[config.mk]
export PLATFORM = sky130hd
export DESIGN_NAME = joy_db15_responder_flat
export DESIGN_NICKNAME = d
export VERILOG_FILES = /design/src/rtl/joy_db15_responder_if.sv /design/src/rtl/joy_db15_responder.sv /design/src/flat_wrapper.sv
export SDC_FILE = /design/constraint.sdc
export NUM_CORES = 1
export LEC_CHECK = 0
export ABC_AREA = 0
export CAP_MARGIN = 25
export CORE_MARGIN = 2
export CORE_UTILIZATION = 45
export CTS_BUF_LIST = sky130_fd_sc_hd__clkbuf_8
export DETAILED_ROUTE_END_ITERATION = 10
export GPL_ROUTABILITY_DRIVEN = 0
export GPL_TIMING_DRIVEN = 0
export PLACE_DENSITY = 0.83
export SYNTH_ARGS = -nofsm -noshare
export SYNTH_HDL_FRONTEND = slang
export SYNTH_SLANG_ARGS = --single-unit
[constraint.sdc]
create_clock -name clk -period 1.5 [get_ports clk]
set_input_delay 0.3 -clock clk [delete_from_list [all_inputs] [get_ports clk]]
set_output_delay 0.3 -clock clk [all_outputs]
set_load 0.02 [all_outputs]
[src/rtl/joy_db15_responder_if.sv]
// Host-side serial bus of the DB15 adapter: load strobe and shift clock from
// the host, serial button data back to the host.
interface joy_db15_responder_if;
    logic JOY_LOAD;
    logic JOY_CLK;
    logic JOY_DATA;

    // The host (receiver) drives load and clock and reads data.
    modport master (
        output JOY_LOAD,
        output JOY_CLK,
        input  JOY_DATA
    );

    // The adapter chain samples load and clock and drives data.
    modport slave (
        input  JOY_LOAD,
        input  JOY_CLK,
        output JOY_DATA
    );
endinterface

[src/rtl/joy_db15_responder.sv]
// Responder side of the DB15 adapter's serial button chain. Two player button
// words are captured while the host holds JOY_LOAD low and are then shifted out
// on JOY_DATA, one bit per JOY_CLK rising edge, player 1 LSB first.
//
// state    | meaning
// ---------+-------------------------------------------------------------
// ST_LOAD  | chain follows the button image while JOY_LOAD is low
// ST_SHIFT | frame in flight, each JOY_CLK rise shifts and counts
// ST_DONE  | whole chain shifted out, extra edges shift fill and flag overrun
module joy_db15_responder #(
    parameter int unsigned BITS_PER_PLAYER = 12,
    parameter int unsigned SYNC_STAGES     = 2,
    parameter logic        FILL_BIT        = 1'b1,
    localparam int unsigned CHAIN_LEN      = 2 * BITS_PER_PLAYER,
    localparam int unsigned CNT_W          = $clog2(CHAIN_LEN + 1)
) (
    input  logic                       clk,
    input  logic                       RESET_L,
    input  logic [BITS_PER_PLAYER-1:0] joystick1,
    input  logic [BITS_PER_PLAYER-1:0] joystick2,
    joy_db15_responder_if.slave        joy,
    output logic                       frame_done,
    output logic [CNT_W-1:0]           bit_count,
    output logic                       overrun
);

    typedef enum logic [1:0] {
        ST_LOAD  = 2'd0,
        ST_SHIFT = 2'd1,
        ST_DONE  = 2'd2
    } state_t;

    localparam logic [CNT_W-1:0] LAST_IDX = CNT_W'(CHAIN_LEN - 1);
    localparam logic [CNT_W-1:0] CNT_ONE  = CNT_W'(1);

    logic [SYNC_STAGES-1:0] clk_sync_q, clk_sync_d;
    logic [SYNC_STAGES-1:0] load_sync_q, load_sync_d;
    logic                   clk_prev_q, clk_prev_d;
    logic                   clk_rise;
    logic                   load_low;

    state_t                 state_q, state_d;
    logic [CHAIN_LEN-1:0]   chain_q, chain_d;
    logic [CNT_W-1:0]       cnt_q, cnt_d;
    logic                   done_q, done_d;
    logic                   over_q, over_d;

    logic [CHAIN_LEN-1:0]   image;
    logic [CHAIN_LEN-1:0]   shifted;

    // Synchronizer next values and edge detect on the last synced stage.
    always_comb begin
        clk_sync_d  = {clk_sync_q[SYNC_STAGES-2:0], joy.JOY_CLK};
        load_sync_d = {load_sync_q[SYNC_STAGES-2:0], joy.JOY_LOAD};
        clk_prev_d  = clk_sync_q[SYNC_STAGES-1];
        clk_rise    = clk_sync_q[SYNC_STAGES-1] & ~clk_prev_q;
        load_low    = ~load_sync_q[SYNC_STAGES-1];
    end

    // Synchronizer flops idle high so release from reset never looks like an edge.
    always_ff @(posedge clk or negedge RESET_L) begin
        if (!RESET_L) begin
            clk_sync_q  <= '1;
            load_sync_q <= '1;
            clk_prev_q  <= 1'b1;
        end else begin
            clk_sync_q  <= clk_sync_d;
            load_sync_q <= load_sync_d;
            clk_prev_q  <= clk_prev_d;
        end
    end

    // Index 0 leaves first: player 1 LSB, then player 2; pressed reads as 0.
    always_comb begin
        image   = {~joystick2, ~joystick1};
        shifted = {FILL_BIT, chain_q[CHAIN_LEN-1:1]};
    end

    // Next-state logic; a low load strobe overrides any edge seen the same cycle.
    always_comb begin
        state_d = state_q;
        chain_d = chain_q;
        cnt_d   = cnt_q;
        done_d  = 1'b0;
        over_d  = over_q;
        if (load_low) begin
            state_d = ST_LOAD;
            chain_d = image;
            cnt_d   = '0;
        end else begin
            case (state_q)
                ST_LOAD: begin
                    state_d = ST_SHIFT;
                end
                ST_SHIFT: begin
                    if (clk_rise) begin
                        chain_d = shifted;
                        cnt_d   = cnt_q + CNT_ONE;
                        if (cnt_q == LAST_IDX) begin
                            done_d  = 1'b1;
                            state_d = ST_DONE;
                        end
                    end
                end
                ST_DONE: begin
                    if (clk_rise) begin
                        chain_d = shifted;
                        over_d  = 1'b1;
                    end
                end
                default: begin
                    state_d = ST_LOAD;
                end
            endcase
        end
    end

    // Chain, counter and flags; the chain resets to "nothing pressed".
    always_ff @(posedge clk or negedge RESET_L) begin
        if (!RESET_L) begin
            state_q <= ST_LOAD;
            chain_q <= '1;
            cnt_q   <= '0;
            done_q  <= 1'b0;
            over_q  <= 1'b0;
        end else begin
            state_q <= state_d;
            chain_q <= chain_d;
            cnt_q   <= cnt_d;
            done_q  <= done_d;
            over_q  <= over_d;
        end
    end

    assign joy.JOY_DATA = chain_q[0];
    assign frame_done   = done_q;
    assign bit_count    = cnt_q;
    assign overrun      = over_q;

endmodule
[src/flat_wrapper.sv]
// flat-port wrapper written by rule: the top's interface ports become plain ports
module joy_db15_responder_flat 
#(
    parameter int unsigned BITS_PER_PLAYER = 12,
    parameter int unsigned SYNC_STAGES     = 2,
    parameter logic        FILL_BIT        = 1'b1,
    localparam int unsigned CHAIN_LEN      = 2 * BITS_PER_PLAYER,
    localparam int unsigned CNT_W          = $clog2(CHAIN_LEN + 1)
)
  (clk, RESET_L, joystick1, joystick2, frame_done, bit_count, overrun, joy_JOY_LOAD, joy_JOY_CLK, joy_JOY_DATA);
  joy_db15_responder_if joy_i ();
  input  logic clk;
  input  logic RESET_L;
  input  logic [BITS_PER_PLAYER-1:0] joystick1;
  input  logic [BITS_PER_PLAYER-1:0] joystick2;
  output logic frame_done;
  output logic [CNT_W-1:0] bit_count;
  output logic overrun;
  input wire logic [$bits(joy_i.JOY_LOAD)-1:0] joy_JOY_LOAD;
  input wire logic [$bits(joy_i.JOY_CLK)-1:0] joy_JOY_CLK;
  output wire logic [$bits(joy_i.JOY_DATA)-1:0] joy_JOY_DATA;
  assign joy_i.JOY_LOAD = joy_JOY_LOAD;
  assign joy_i.JOY_CLK = joy_JOY_CLK;
  assign joy_JOY_DATA = joy_i.JOY_DATA;
  joy_db15_responder #(.BITS_PER_PLAYER(BITS_PER_PLAYER), .SYNC_STAGES(SYNC_STAGES), .FILL_BIT(FILL_BIT)) u_core (.clk(clk), .RESET_L(RESET_L), .joystick1(joystick1), .joystick2(joystick2), .joy(joy_i), .frame_done(frame_done), .bit_count(bit_count), .overrun(overrun));
endmodule
==> results of run 1 <==
==> cells in the final DEF (no fill, tap or decap), types with 3 or more instances in the layout <==
master,netlist,layout
mux2i_1,48,47
nand2_1,4,4
dlygate4sd2_1,0,8
dfrtp_1,9,9
clkbuf_8,0,6
buf_2,3,4
nor2_1,4,4
dfstp_2,29,29
clkdlybuf4s50_1,0,26
inv_1,4,3
buf_4,0,4
==> registers in the layout, indices dropped and copies added, names as in the netlist <==
register	count
u_core.chain_q	24
u_core.bit_count	5
u_core.clk_sync_q	2
u_core.load_sync_q	2
u_core.state_q	2
u_core.clk_prev_q	1
u_core.frame_done	1
u_core.overrun	1
==> area by class of cell <==
class,count,area (sq um)
clock inverter,2,33.8
multi-input combinational,80,739
tap,48,60.1
inverter,4,15.0
sequential,38,987
buffer,6,66.3
fill,289,1310
clock buffer,6,82.6
timing repair buffer,42,427
==> synth_stat cells <==
| cell type | n |
|---|---|
| o31ai_1 | 1 |
| a41o_1 | 1 |
| dfstp_2 | 29 |
| a22oi_1 | 1 |
| o21ai_0 | 2 |
| o211a_1 | 1 |
| nand2b_1 | 1 |
| inv_1 | 4 |
| nor4b_1 | 1 |
| nor2_1 | 4 |
| dfrtp_1 | 9 |
| a21oi_1 | 1 |
| ha_1 | 4 |
| mux2i_1 | 48 |
| nand2_1 | 4 |
| o22ai_1 | 1 |
| buf_2 | 3 |
| or3b_1 | 1 |
| buf_8 | 2 |
| nand4b_1 | 2 |
| or3_1 | 1 |
| buf_6 | 1 |
| o211ai_1 | 1 |
| nand3_1 | 1 |
| xor2_1 | 2 |
| nand3b_1 | 2 |
==> power groups by stage <==
stage / Clock, uW / Combinational (uW) / Sequential (uW)
global placement: 0 / 382 / 1270
global route: 942 / 507 / 1270
finish: 876 / 464 / 1260
CTS: 904 / 427 / 1260
detailed placement: 0 / 395 / 1270
floorplan: 0 / 246 / 1260
==> per-layer routing <==
metal,global-route usage (%),share of wire (%),vias up
met5,0,0,-
met4,5.10,1.4,0
met3,5.57,6.5,4
met2,26.8,49,32
met1,16.6,43,566
li1,-,-,557
==> kinds of logic after synthesis <==
family | Yosys count | synth area share (%)
adders and majority gates | 4 | 2.83
xor gates and xnor gates | 2 | 0.991
DFF | 38 | 55.8
AOI/OAI and AO/OA | 9 | 3.61
muxes | 48 | 27.2
and+or+nand+nor | 17 | 5.52
buffers and inverters | 10 | 4.03
==> repair_timing <==
| action | in CTS | in global routing |
|---|---|---|
| buffers inserted | 4 | 1 |
| endpoints found under the setup margin | 29 | 28 |
| hold buffers | 0 | 0 |
| gates resized for setup | 10 | 9 |
| cloned | 0 | 2 |
| pin swaps | 1 | 0 |
==> worst max-delay path: stages, from the launching register on <==
cell and delay (ns):
dfrtp_1 0.39, inv_2 0.07, ha_2 0.22, or3b_4 0.40, o21ai_0 0.16, o211a_1 0.17
==> through the flow <==
step	hold WS, ns	setup TNS (ns)	total power (uW)	instances	utilization, %
finish	0.0953	0	2600	226	64.9
global route	0.149	-1.42	2720	226	64.9
CTS	0.113	0	2590	223	62.5
detailed placement	0.347	-0.277	1670	211	58.5
global placement	0.346	-13.67	1650	211	58.6
floorplan	0.00441	0	1510	128	-
==> worst paths after layout <==
kind / startpoint / to / slack, ns / cells past startpoint
max in group asynchronous: RESET_L / u_core.frame_done / 0.90 / 1
min: RESET_L / u_core.bit_count[2] / 0.1 / 1
min in group clk: u_core.clk_sync_q[0] / u_core.clk_sync_q[1] / 0.36 / 0
max: u_core.state_q[0] / u_core.state_q[1] / 0.03 / 5
max reg2reg: u_core.state_q[0] / u_core.state_q[1] / 0.03 / 5
min reg2reg: u_core.clk_sync_q[0] / u_core.clk_sync_q[1] / 0.36 / 0
==> summary.txt, run 1 <==
Place
  • DP Wirelength: 2.17 mm
  • Place WS: -0.0594 ns
  • Number of port buffers: 35
  • Placed Area: 2170 sq um

Synth
  • Synth Area per Inst: 13.8 sq um
  • Yosys cell types: 26
  • Yosys warning count: 0
  • Synth Cell Area: 1770 sq um
  • Mapped Cells: 128
  • #FFs+latches synth: 38
  • Post-synth top area share: 43.1%
  • Syn nets: 160
  • Synth area leaders: dfstp_2 43%, mux2i_1 27%, dfrtp_1 13%
  • Synth area leader: dfstp_2
  • Sequential area share after synthesis: 55.8%

Global routing
  • Largest net degree at the start of global routing: 39
  • First-pass GRT wire length: 5.02 mm
  • All-layer global routing usage: 15.1%
  • Number of global-route vias before repair: 1184
  • Grt ovf: 0
  • Antenna violations before repair: 0

Timing
  • Period utilization: 97.8%
  • RSZ-0062 raised after global routing: yes
  • Max_slew headroom: 46.4%
  • Worst slew pin tran: 0.804 ns
  • Setup WS post-layout: 0.0324 ns
  • Fmax: 0.681 GHz
  • Setup Skew: 0.00604 ns
  • Final Hold Vio Count: 0
  • Fin crit period: 1.47 ns
  • Max Slew Vio Count: 0
  • Final Setup Violations: 0

Floorplanning
  • Core area: 3720 sq um
  • Row cnt: 22
  • I/O pin total: 36
  • DIE WIDTH: 66.7 microns
  • Initial Util: 47.6%
  • Die area: 4450 sq um
  • Height of the die: 66.7 microns

Routing
  • DRT antenna net count: 0
  • Post-Route WL: 3.25 mm
  • DRC errors left: 0
  • DRT iter0 DRCs: 8
  • Average wire per standard cell: 14.4 microns
  • Via count: 1159
  • Pre-Repair DR Iteration Count: 4
  • Vias per cell: 5.13

Clocking
  • H-tree levels: 2
  • Clock latency on the worst-skew pair: 0.29 ns
  • Max Buffers Root-to-Sink: 2
  • TritonCTS clock tree: built
  • CTS root buf: clkbuf_8
  • Sink Count: 38
  • Reg clk slew, reported paths: 0.07 ns
  • CTS buffer count: 5

Power and ir drop
  • Maximum vdd drop: 0.000636 V
  • Switching portion of total power: 22.9%
  • Internal Dissipation: 2000 uW
  • Combinational fraction of design power: 17.9%
  • Sw Pwr: 596 uW
  • Sequential share of power: 48.4%
  • Clock power frac: 33.7%
  • Pwr dens: 1080 nW/um^2
  • Leak: 0.00123 uW

Critical path
  • Arrival time worst endpoint: 1.70 ns
  • Startpoint types: flop
  • CP Capture Type: flop
  • Required @ worst endpoint: 1.73 ns
  • Worst-path maximum fanout: 4
  • CP Class: reg2reg

Run
  • Max_cap viols: 0

Hold path
  • Worst hold-check path type: in2async

Cells and area
  • # diodes: 0
  • Nets@finish: 209
  • Post-route cell area: 2410 sq um
  • Share of cells above drive strength 1: 32.6%
  • Area grow syn2layout: 36.4%

Outcome
  • Status: finished clean
Power figures use the tool's default switching activity.
==> inputs of run 2 (changes only) <==
Settings changed: CTS_CLUSTER_SIZE set to 40, GPL_TIMING_DRIVEN 0 to not set.
==> run 2 against run 1 <==
Net effect: the run now ends with negative setup slack left; wire length grew 0.34%; hold slack improved by 0.26 ns; combinational power fell by 5.0%; total power shrank 3.4%; clock skew is 0.0030 ns lower; global-route usage is 1.1 points higher; largest cell class unchanged; fmax fell by 4.1%; sequential power hardly changed; critical endpoint is now u_core.chain_q[5]; via count up 0.60%; critical path depth rose by 1; first-iteration DRC count is 100% higher.
==> summary.txt, run 2 (same netlist as run 1, synthesis figures left out) <==
Outcome
  • Status: finished with violations
  • Failing checks: negative setup slack

Timing
  • Setup WS post-layout: -0.0306 ns
  • Final Hold Vio Count: 0
  • Period utilization: 102%
  • Final Setup Violations: 9
  • Max_slew headroom: 80.2%
  • Max Slew Vio Count: 0
  • Fmax: 0.653 GHz
  • RSZ-0062 raised after global routing: yes
  • WHS: 0.359 ns
  • Setup Skew: 0.00308 ns
  • Worst slew pin tran: 0.297 ns
  • Fin crit period: 1.53 ns

Cells and area
  • Max reg flops: 24
  • Final Core Density: 63.9%
  • Most common cell after layout, fill and taps aside: mux2i_1
  • # diodes: 0
  • Most frequent cells in the layout: 48 x mux2i_1, 29 x dfstp_2, 27 x clkdlybuf4s50_1
  • Nets@finish: 208
  • Area grow syn2layout: 34.3%
  • Fillers: 301
  • Largest Register: u_core.chain_q
  • Share of cells above drive strength 1: 31.1%

Floorplanning
  • Height of the die: 66.7 microns
  • I/O pin total: 36
  • Die area: 4450 sq um
  • Core area: 3720 sq um
  • Row cnt: 22
  • Initial Util: 47.6%
  • DIE WIDTH: 66.7 microns

Critical path
  • Worst-path maximum fanout: 6
  • Required @ worst endpoint: 1.72 ns
  • Startpoint types: flop
  • CP Class: reg2reg
  • CP Capture Type: flop
  • Arrival time worst endpoint: 1.75 ns

Clocking
  • H-tree levels: 2
  • Clock latency on the worst-skew pair: 0.29 ns
  • Reg clk slew, reported paths: 0.07 ns
  • CTS buffer count: 5
  • Sink Count: 38
  • Max Buffers Root-to-Sink: 2
  • CTS root buf: clkbuf_8
  • TritonCTS clock tree: built

Global routing
  • Grt ovf: 0
  • Antenna violations before repair: 0
  • Largest net degree at the start of global routing: 39
  • First-pass GRT wire length: 5.29 mm
  • All-layer global routing usage: 16.2%
  • Number of global-route vias before repair: 1253

Power and ir drop
  • Maximum vdd drop: 0.000713 V
  • Leak: 0.00121 uW
  • Pwr dens: 1060 nW/um^2
  • Final Power: 2510 uW

Routing
  • Via count: 1166
  • Vias per cell: 5.18
  • DRT antenna net count: 0
  • Post-Route WL: 3.26 mm
  • DRC errors left: 0
  • DRT iter0 DRCs: 16
  • Pre-Repair DR Iteration Count: 4
  • Average wire per standard cell: 14.5 microns

Hold path
  • Worst hold-check path type: reg2reg

Place
  • Number of port buffers: 35
  • Place WS: -0.0202 ns
  • DP Wirelength: 2.25 mm

Run
  • Max_cap viols: 0
## run 2: changes by cell type in the layout (fill, tap and decap cells not counted), sizes merged
cell           before  now
inv                 5    4
bufinv              1    0
clkdlybuf4s50      26   27
## run 2: metal layers
metal / part of all wire (%) / up-vias / GRT usage, %
met5: 0 / - / 0
met3: 6.9 / 4 / 6.25
met1: 43 / 576 / 18.0
met2: 49 / 31 / 27.3
li1: - / 555 / -
met4: 1.1 / 0 / 7.40
## run 2: path summary, 6_finish.rpt
kind	from	cells past startpoint	slack (ns)	to
max reg2reg	u_core.state_q[0]	6	-0.03	u_core.chain_q[5]
max in group asynchronous	RESET_L	2	0.85	u_core.chain_q[9]
min reg2reg	u_core.clk_sync_q[0]	0	0.36	u_core.clk_sync_q[1]
min	u_core.clk_sync_q[0]	0	0.36	u_core.clk_sync_q[1]
min in group asynchronous	RESET_L	2	0.39	u_core.bit_count[4]
max	u_core.state_q[0]	6	-0.03	u_core.chain_q[5]
## run 2: cell type report
type	instances	area (sq um)	area share [%]
Multi-Input combinational cell	80	736	31.0
Sequential cell	38	987	41.6
Inverter	4	15.0	0.632
Timing Repair Buffer	47	467	19.7
Tap cell	48	60.1	2.53
Clock buffer	8	110	4.64
## run 2: stage by stage
stage / cell area, sq um / setup TNS [ns] / std cells
after floorplan: 1770 / 0 / 128
after global placement: 2210 / 0 / 213
final: 2370 / -0.155 / 225
after CTS: 2320 / -0.0162 / 221
after global routing: 2370 / -1.81 / 225
after detailed placement: 2210 / -0.0636 / 213
## run 2: critical path, cell delays in order, from the launching register on
cell and delay [ns]:
dfrtp_1 0.39, inv_2 0.07, ha_4 0.26, nand3b_1 0.21, buf_4 0.26, mux2i_1 0.12
mux2i_1 0.15
## run 2: what timing repair did
item / in CTS / in global routing
pin swaps: 0 / 1
gates resized for setup: 11 / 11
buffers inserted: 0 / 2
cloned: 0 / 2
hold buffers: 0 / 0
setup endpoints to repair: 18 / 25
## run 2: report_power, final
part / internal, uW / total, uW / switching, uW
Sequential: 1200 / 1260 / 67.0
Clock: 464 / 809 / 345
Combinational: 256 / 441 / 184
Total: 1920 / 2510 / 596
==> inputs of run 3 (changes only) <==
Settings changed: RECOVER_POWER set to 100.
==> run 3 against run 2 <==
Net effect: the run still ends with negative setup slack left; global-route usage unchanged; critical path depth unchanged; total power decreased by 0.17%; cell area decreased by 0.63%; utilization decreased by 0.40 points; register-to-register slack about the same; combinational power decreased by 2%; sequential share of layout area increased by 0.26 points; clock-buffer cell count unchanged; sequential power about the same; cell count unchanged.
==> summary.txt, run 3 (same netlist as run 1, synthesis figures left out) <==
Outcome
  • Status: finished with violations
  • Failing checks: negative setup slack

Clocking
  • TritonCTS clock tree: built
  • Reg clk slew, reported paths: 0.07 ns
  • Clock latency on the worst-skew pair: 0.29 ns
  • CTS root buf: clkbuf_8
  • CTS Hold Buffers Added: 0
  • Sink Count: 38
  • Max Buffers Root-to-Sink: 2
  • H-tree levels: 2
  • CTS buffer count: 5

Routing
  • DRT antenna net count: 0
  • DRC errors left: 0
  • DRT iter0 DRCs: 16
  • Post-Route WL: 3.28 mm
  • Average wire per standard cell: 14.6 microns
  • Pre-Repair DR Iteration Count: 4
  • Vias per cell: 5.16
  • Via count: 1161

Floorplanning
  • Height of the die: 66.7 microns
  • Row cnt: 22
  • DIE WIDTH: 66.7 microns
  • Core area: 3720 sq um
  • I/O pin total: 36
  • Initial Util: 47.6%
  • Die area: 4450 sq um

Timing
  • WHS: 0.361 ns
  • RSZ-0062 raised after global routing: yes
  • Fmax: 0.652 GHz
  • Setup Skew: 0.00245 ns
  • Setup WS post-layout: -0.0328 ns
  • Period utilization: 102%
  • Max Slew Vio Count: 0
  • Setup tns final: -0.166 ns
  • Max_slew headroom: 40.6%
  • Worst slew pin tran: 0.891 ns
  • Final Setup Violations: 9
  • Final Hold Vio Count: 0
  • Fin crit period: 1.53 ns

Global routing
  • First-pass GRT wire length: 5.29 mm
  • Antenna violations before repair: 0
  • Largest net degree at the start of global routing: 39
  • Grt ovf: 0
  • Number of global-route vias before repair: 1253
  • All-layer global routing usage: 16.2%

Cells and area
  • # diodes: 0
  • Fillers: 303
  • Multi-input logic area: 736 sq um
  • Nets@finish: 208
  • Share of cells above drive strength 1: 30.5%
  • Largest Register: u_core.chain_q
  • Most common cell after layout, fill and taps aside: mux2i_1
  • Register area: 987 sq um
  • Most frequent cells in the layout: 48 x mux2i_1, 28 x dfstp_2, 24 x clkdlybuf4s50_1
  • Post-route cell area: 2360 sq um
  • Max reg flops: 24
  • Area grow syn2layout: 33.5%

Hold path
  • Hold_sp: u_core.load_sync_q[0]
  • Worst hold-check path type: reg2reg
  • Worst hold path cell count: 0
  • Worst Hold Path EP: u_core.load_sync_q[1]

Place
  • DP Wirelength: 2.25 mm
  • Placed Area: 2210 sq um
  • Number of port buffers: 35

Run
  • Max_cap viols: 0

Critical path
  • Reg-to-reg startpoint: u_core.state_q[0]
  • Required @ worst endpoint: 1.72 ns
  • Arrival time worst endpoint: 1.75 ns
  • CP Class: reg2reg
  • Critical R2R Capture: u_core.chain_q[5]
  • Startpoint types: flop
  • Worst-case reg-to-reg path depth: 6
  • CP Capture Type: flop
  • Worst-path maximum fanout: 6
  • R2R setup slack: -0.03 ns

Power and ir drop
  • Maximum vdd drop: 0.000709 V
  • Leak: 0.00121 uW
  • Final Power: 2510 uW
  • Pwr dens: 1060 nW/um^2
==> run 3: changes by cell type in the layout (fill, tap and decap cells not counted), sizes merged <==
cell / before / now
clkdlybuf4s50: 27 / 24
buf: 12 / 11
clkbuf: 8 / 9
dlygate4sd3: 0 / 3
==> run 3: layout make-up <==
cell class	count	share of cell area, %
Sequential cell	38	41.8
Multi-Input combinational cell	80	31.2
Timing Repair Buffer	47	19.1
Clock buffer	8	4.67
Tap cell	48	2.55
Inverter	4	0.636
==> run 3: per-layer routing <==
| metal | global-route usage (%) | part of all wire (%) | vias up |
|---|---|---|---|
| met5 | 0 | 0 | - |
| met4 | 7.40 | 1.2 | 0 |
| met3 | 6.25 | 6.9 | 4 |
| met2 | 27.3 | 49 | 31 |
| met1 | 18.0 | 43 | 573 |
| li1 | - | - | 553 |
==> run 3: worst max-delay path by stage <==
stage	startpoint	end	slack, ns	cells after the start
floorplan	u_core.state_q[0]	u_core.state_q[0]	0.10	5
global placement	u_core.state_q[0]	u_core.chain_q[10]	0.08	6
detailed placement	u_core.state_q[0]	u_core.chain_q[3]	-0.02	6
CTS	u_core.state_q[0]	u_core.chain_q[3]	-0.007	6
global route	u_core.state_q[0]	u_core.chain_q[8]	-0.14	6
finish	u_core.state_q[0]	u_core.chain_q[5]	-0.03	6
==> run 3: report_power, final <==
part           switching (uW)  leakage (uW)  internal (uW)  total (uW)
logic                     183      0.000721            250         433
registers                67.2      0.000429           1200        1260
clock network             348     0.0000575            464         812
==> run 3: critical path, stage by stage, from the launching register on <==
cell      delay, ns
dfrtp_1        0.39
inv_2          0.07
ha_4           0.26
nand3b_1       0.21
buf_4          0.26
mux2i_1        0.12
mux2i_1        0.15
==> run 3: timing repair <==
item,in CTS,in global routing
hold endpoints to repair,0,0
buffers inserted,0,2
setup endpoints to repair,18,25
pin swaps,0,1
gates cloned,0,2
gates resized for setup,11,11
==> run 3: through the flow <==
stage               cells  utilization, %  worst slack [ns]
floorplan             128               -             0.101
global placement      213            59.4            0.0790
detailed placement    213            59.4           -0.0202
CTS                   221            62.5          -0.00731
global route          225            63.5            -0.138
finish                225            63.5           -0.0328
